File: config.mk
export PLATFORM = sky130hd
export DESIGN_NAME = oled_fb_writer
export DESIGN_NICKNAME = d
export VERILOG_FILES = /design/src/rtl/oled_pkg.sv /design/src/rtl/oled_fb_writer.sv
export SDC_FILE = /design/constraint.sdc
export NUM_CORES = 1
export LEC_CHECK = 0
export ABC_AREA = 1
export ABC_CLOCK_PERIOD_IN_PS = 2090
export CAP_MARGIN = 20
export CORE_AREA = 2 2 109 79
export CTS_CLUSTER_SIZE = 20
export DETAILED_ROUTE_END_ITERATION = 16
export DIE_AREA = 0 0 111 81
export GPL_ROUTABILITY_DRIVEN = 0
export GPL_TIMING_DRIVEN = 0
export SYNTH_ARGS = -nofsm -noshare
export SYNTH_HDL_FRONTEND = slang
export SYNTH_SLANG_ARGS = --single-unit
File: constraint.sdc
create_clock -name clk -period 2.09 [get_ports clk]
set_input_delay 0.209 -clock clk [delete_from_list [all_inputs] [get_ports clk]]
set_output_delay 0.209 -clock clk [all_outputs]
set_load 0.005 [all_outputs]
File: src/rtl/oled_pkg.sv
// oled_pkg: shared definitions for the 8-bit parallel OLED bus blocks.
//   - Controller opcodes used in the frame window-setup header
//   - Frame streamer state enum
//   - Header length and the header byte/dc lookup function
package oled_pkg;

  localparam logic [7:0] CMD_SET_COL   = 8'h15;
  localparam logic [7:0] CMD_SET_ROW   = 8'h75;
  localparam logic [7:0] CMD_WRITE_RAM = 8'h5C;

  localparam int unsigned HDR_LEN = 7;

  typedef enum logic [3:0] {
    ST_IDLE,
    ST_HDR_LATCH,
    ST_HDR_SEND,
    ST_FETCH,
    ST_PIX_HI_LATCH,
    ST_PIX_HI_SEND,
    ST_PIX_LO_LATCH,
    ST_PIX_LO_SEND,
    ST_DONE
  } fb_state_e;

  // Header entry for index idx: {dc, byte}. Column/row ranges span the
  // whole display, so the end values come straight from the geometry.
  function automatic logic [8:0] hdr_entry(input logic [2:0]  idx,
                                           input int unsigned cols,
                                           input int unsigned rows);
    logic [8:0] ent;
    case (idx)
      3'd0:    ent = {1'b0, CMD_SET_COL};
      3'd1:    ent = {1'b1, 8'h00};
      3'd2:    ent = {1'b1, 8'(cols - 1)};
      3'd3:    ent = {1'b0, CMD_SET_ROW};
      3'd4:    ent = {1'b1, 8'h00};
      3'd5:    ent = {1'b1, 8'(rows - 1)};
      3'd6:    ent = {1'b0, CMD_WRITE_RAM};
      default: ent = '0;
    endcase
    return ent;
  endfunction

endpackage

File: src/rtl/oled_fb_writer.sv
// oled_fb_writer: streams one full frame from the framebuffer RAM to the
// 8-bit parallel OLED bus per accepted start pulse.
// Ports:
//   clk, rst_n      system clock, asynchronous active-low reset
//   init_done       init sequence complete; start is ignored while low
//   start           request one frame (sampled only in IDLE)
//   busy            high whenever the streamer is not idle
//   done            one-cycle pulse at end of frame
//   fb_addr         framebuffer read address (linear, row-major)
//   fb_data         framebuffer read data, valid one cycle after fb_addr
//   oled_cs         chip select, active low
//   oled_e          write strobe, display samples on its falling edge
//   oled_dc         0 = command byte, 1 = data byte
//   oled_dout       bus byte
// Each byte is a LATCH cycle (e=1, dc/dout change) then a SEND cycle (e=0).
module oled_fb_writer
  import oled_pkg::*;
#(
  parameter int unsigned COLS       = 128,
  parameter int unsigned ROWS       = 128,
  parameter int unsigned ADDR_WIDTH = 14
) (
  input  logic                  clk,
  input  logic                  rst_n,
  input  logic                  init_done,
  input  logic                  start,
  output logic                  busy,
  output logic                  done,
  output logic [ADDR_WIDTH-1:0] fb_addr,
  input  logic [15:0]           fb_data,
  output logic                  oled_cs,
  output logic                  oled_e,
  output logic                  oled_dc,
  output logic [7:0]            oled_dout
);

  localparam logic [ADDR_WIDTH-1:0] LAST_ADDR = ADDR_WIDTH'(COLS * ROWS - 1);
  localparam logic [2:0]            HDR_LAST  = 3'(HDR_LEN - 1);

  fb_state_e             state, state_n;
  logic [2:0]            hdr_idx, hdr_idx_n;
  logic [ADDR_WIDTH-1:0] addr_n;
  logic [7:0]            dout_q, dout_n;
  logic                  dc_q, dc_n;
  logic [7:0]            lo_q, lo_n;
  logic                  cs_q, e_q;
  logic [2:0]            hdr_sel;
  logic [8:0]            hdr_ent;

  // In IDLE the next header byte is byte 0; otherwise the one after hdr_idx.
  assign hdr_sel = (state == ST_IDLE) ? 3'd0 : hdr_idx + 3'd1;
  assign hdr_ent = hdr_entry(hdr_sel, COLS, ROWS);

  always_comb begin
    state_n   = state;
    hdr_idx_n = hdr_idx;
    addr_n    = fb_addr;
    dout_n    = dout_q;
    dc_n      = dc_q;
    lo_n      = lo_q;
    unique case (state)
      ST_IDLE: begin
        if (start && init_done) begin
          state_n   = ST_HDR_LATCH;
          hdr_idx_n = '0;
          dc_n      = hdr_ent[8];
          dout_n    = hdr_ent[7:0];
        end
      end
      ST_HDR_LATCH: state_n = ST_HDR_SEND;
      ST_HDR_SEND: begin
        if (hdr_idx == HDR_LAST) begin
          state_n = ST_FETCH;
          addr_n  = '0;
        end else begin
          state_n   = ST_HDR_LATCH;
          hdr_idx_n = hdr_idx + 3'd1;
          dc_n      = hdr_ent[8];
          dout_n    = hdr_ent[7:0];
        end
      end
      ST_FETCH: begin
        state_n = ST_PIX_HI_LATCH;
        dc_n    = 1'b1;
      end
      ST_PIX_HI_LATCH: begin
        // Both bytes are captured here: fb_data may move on after this cycle.
        state_n = ST_PIX_HI_SEND;
        dout_n  = fb_data[15:8];
        lo_n    = fb_data[7:0];
      end
      ST_PIX_HI_SEND: begin
        state_n = ST_PIX_LO_LATCH;
        dout_n  = lo_q;
      end
      ST_PIX_LO_LATCH: state_n = ST_PIX_LO_SEND;
      ST_PIX_LO_SEND: begin
        if (fb_addr == LAST_ADDR) begin
          state_n = ST_DONE;
          addr_n  = '0;
        end else begin
          state_n = ST_FETCH;
          addr_n  = fb_addr + 1'b1;
        end
      end
      ST_DONE: begin
        state_n = ST_IDLE;
        addr_n  = '0;
      end
      default: state_n = ST_IDLE;
    endcase
  end

  always_ff @(posedge clk or negedge rst_n) begin
    if (!rst_n) begin
      state   <= ST_IDLE;
      hdr_idx <= '0;
      fb_addr <= '0;
      dout_q  <= '0;
      dc_q    <= 1'b0;
      lo_q    <= '0;
      cs_q    <= 1'b1;
      e_q     <= 1'b1;
    end else begin
      state   <= state_n;
      hdr_idx <= hdr_idx_n;
      fb_addr <= addr_n;
      dout_q  <= dout_n;
      dc_q    <= dc_n;
      lo_q    <= lo_n;
      // Strobe and select are registered from the next state so they
      // switch cleanly on the clock edge.
      cs_q    <= (state_n == ST_IDLE) || (state_n == ST_DONE);
      e_q     <= !((state_n == ST_HDR_SEND) || (state_n == ST_PIX_HI_SEND) ||
                   (state_n == ST_PIX_LO_SEND));
    end
  end

  // The high byte only becomes valid in PIX_HI_LATCH itself, so it is
  // driven straight from the RAM in that cycle and from the register after.
  assign oled_dout = (state == ST_PIX_HI_LATCH) ? fb_data[15:8] : dout_q;
  assign oled_dc   = dc_q;
  assign oled_cs   = cs_q;
  assign oled_e    = e_q;
  assign busy      = (state != ST_IDLE);
  assign done      = (state == ST_DONE);

endmodule

==> results.sh <==
export IMPL_outcome="completed"
export IMPL_cp_max_fo=5
export IMPL_drive_gt1_share_pct=12.6
export IMPL_cp_start_kind="flop"
export IMPL_initial_core_util_pct=28.9
export IMPL_place_ws_ns=-0.239
export IMPL_crit_arrival_ns=1.80
export IMPL_critPathTopFamily="buffers and inverters"
export IMPL_finalClockSkew_ns=0.00743
export IMPL_rsz0062_at_grt="no"
export IMPL_viasPerCell=4.51
export IMPL_wirelength_um=6250
export IMPL_cts_tree="built"
export IMPL_grt_start_max_net_pins=31
export IMPL_cp_common_cell="nand2_1"
export IMPL_synth_distinct_cells=29
export IMPL_fin_ws_ns=0.0797
export IMPL_routedWlPerCell_um=12.6
export IMPL_die_x_um=111
export IMPL_grt_pass1_wl_um=10300
export IMPL_postLayoutCoreUtil_pct=39.8
export IMPL_syn_inst=321
export IMPL_yosys_warnings=0
export IMPL_portBuffers=46
export IMPL_min_period_ns=2.01
export IMPL_die_h_um=81
export IMPL_layout_commonest_cell="nand2_1"
export IMPL_final_nets=411
export IMPL_max_freq_mhz=497
export IMPL_setup_viol=0
export IMPL_drtIter0Drc=118
export IMPL_ioPinCount=47
export IMPL_coreArea_sq_um=8090
export IMPL_slew_viol_final=0
export IMPL_hold_ws_ns=0.349
export IMPL_hp_class="in -> async"
export IMPL_grt_pass1_vias=2153
export IMPL_clock_sinks=40
export IMPL_p_leak_uw=0.00159
export IMPL_overflow=0
export IMPL_row_count=28
export IMPL_vias=2229
export IMPL_final_cell_count_no_fill=494
export IMPL_ys_seq_elements=40
export IMPL_area_growth_pct=37.8
export IMPL_worst_ep_required_time_ns=1.88
export IMPL_end_kind="primary output"
export IMPL_antenna_cells=0
export IMPL_path_class="reg -> out"
export IMPL_clk_latency_ns=0.28
export IMPL_grt_usage_pct=14.2
export IMPL_die_area_sq_um=8990
export IMPL_critPathBufInv=3
export IMPL_maxCapViolations=0
export IMPL_hold_violations=0
export IMPL_period_share_pct=96.2
export IMPL_synth_nets=344
export IMPL_dp_hpwl_um=4610
export IMPL_slowest_delay_ns=0.49
export IMPL_drt_pre_antenna_iters=5
export IMPL_drcViolationCount=0
export IMPL_power_density_nw_per_um2=514
export IMPL_clk_pin_slew_ns=0.06
export IMPL_postSynthAreaPerCell_sq_um=7.28
export IMPL_synth_area_sq_um=2340
export IMPL_most_common_layout_cells="nand2_1, clkdlybuf4s50_1, inv_1"
export IMPL_antenna_left=0
export IMPL_p_total_uw=1660
export IMPL_relSlewSlack_pct=60.0
export IMPL_htreeDepth=2
export IMPL_path_cells="inv_2 -> nand2_4 -> nor2_4 -> buf_6 -> nand2_1 -> nand2_1 -> clkdlybuf4s50_1"
export IMPL_cts_max_path_buffers=2
export IMPL_tightest_slew_ns=0.598
export IMPL_dp_cells=473
export IMPL_vdd_ir_drop_worst_v=0.000262
export IMPL_antenna_found_initial=0
export IMPL_slowest_stage="clkdlybuf4s50_1"
export IMPL_cts_root_buffer="clkbuf_16"
export IMPL_numCtsBuffers=5
export IMPL_ys_seq_area_share_pct=43.0
==> registers in the layout (all words and copies together) (netlist names) <==
name and count:
fb_addr 14, dout_q 8, lo_q 8, state 4, hdr_idx 3, oled_cs 1
oled_dc 1, oled_e 1
==> worst reg2reg max path: stages, from the launching register on <==
cell	delay [ns]
dfrtp_1	0.46
ha_1	0.20
nand2_1	0.05
inv_1	0.07
nand2_1	0.14
nor2_4	0.18
nand2_1	0.21
nand2_2	0.20
nand4_1	0.12
nor2_1	0.13
==> logic make-up (layout without fill, tap and decap cells) <==
logic type | count (synthesis) | in the layout | share of synthesized area [%]
AO/OA/AOI/OAI | 40 | 40 | 9.37
XOR/XNOR | 6 | 6 | 2.25
adder cells (fa/ha/maj) | 3 | 3 | 1.61
buffers and inverters | 46 | 114 | 8.03
flip-flops | 40 | 40 | 43.0
AND/OR/NAND/NOR | 186 | 186 | 35.8
==> final cells by class <==
cell class	count	area [sq um]
clock buffers	6	129
well taps	105	131
fillers	819	4870
inverters	41	154
flip-flops and latches	40	1010
plain buffers	5	42.5
repair buffers	60	584
multi-input cells	235	1160
clock inverters	2	12.5
==> repair_timing <==
action,in CTS,in global routing
hold endpoints to repair,9,0
buffers inserted,8,4
setup endpoints to repair,8,7
gates resized for setup,11,7
hold buffers,1,0
pin swaps,1,1
==> through the flow <==
step	TNS (ns)	area [sq um]
2_1_floorplan	0	2340
3_3_place_gp	-16.01	2930
3_5_place_dp	-1.60	2940
4_1_cts	-0.00218	3170
5_1_grt	0	3220
6_report	0	3220
==> report_power, final <==
group / internal [uW] / switching [uW]
logic: 55.7 / 39.5
clock network: 441 / 321
registers: 790 / 7.82
==> Yosys cell counts <==
cell type	number	area share, %
buf_4	1	0.32
inv_1	40	6.4
a21oi_2	1	0.38
nor2_4	5	2.4
buf_6	1	0.48
nand2_4	1	0.48
nand4_1	7	1.9
xor2_1	6	2.2
nand2_2	3	0.80
o21a_1	1	0.32
ha_1	3	1.6
nand3_1	27	5.8
nand3b_1	1	0.32
o21ai_1	5	1.1
dfrtp_1	38	41
nor3_2	1	0.43
a21oi_1	13	2.8
nor2_1	23	3.7
buf_2	3	0.64
dfstp_2	2	2.2
nand2_1	112	18
nand3b_4	1	0.86
nor2_2	1	0.27
inv_2	1	0.16
o211ai_1	2	0.64
o21ai_0	14	3.0
o22ai_1	3	0.80
nor3_1	4	0.86
o32ai_1	1	0.38
==> metal layers <==
layer	up-vias	global-route usage (%)	wire [um]
met5	-	0	0
met4	0	3.75	59
met3	5	2.61	165
met2	34	22.1	2740
met1	1026	20.5	3280
li1	1164	-	-
==> worst paths after layout <==
kind / end / slack [ns] / start / cells past startpoint
worst max-delay path: oled_dout[3] / 0.08 / state[3]$_DFF_PN0_ / 7
worst min register to register: lo_q[2]$_DFFE_PN0P_ / 0.47 / lo_q[2]$_DFFE_PN0P_ / 2
max in group asynchronous: oled_cs$_DFF_PN1_ / 1.20 / rst_n / 3
worst min-delay path: lo_q[6]$_DFFE_PN0P_ / 0.35 / rst_n / 2
worst max register to register: oled_cs$_DFF_PN1_ / 0.26 / fb_addr[0]$_DFFE_PN0P_ / 9
min in group clk: lo_q[4]$_DFFE_PN0P_ / 0.46 / fb_data[4] / 3
(Power assumes the default switching activity.)
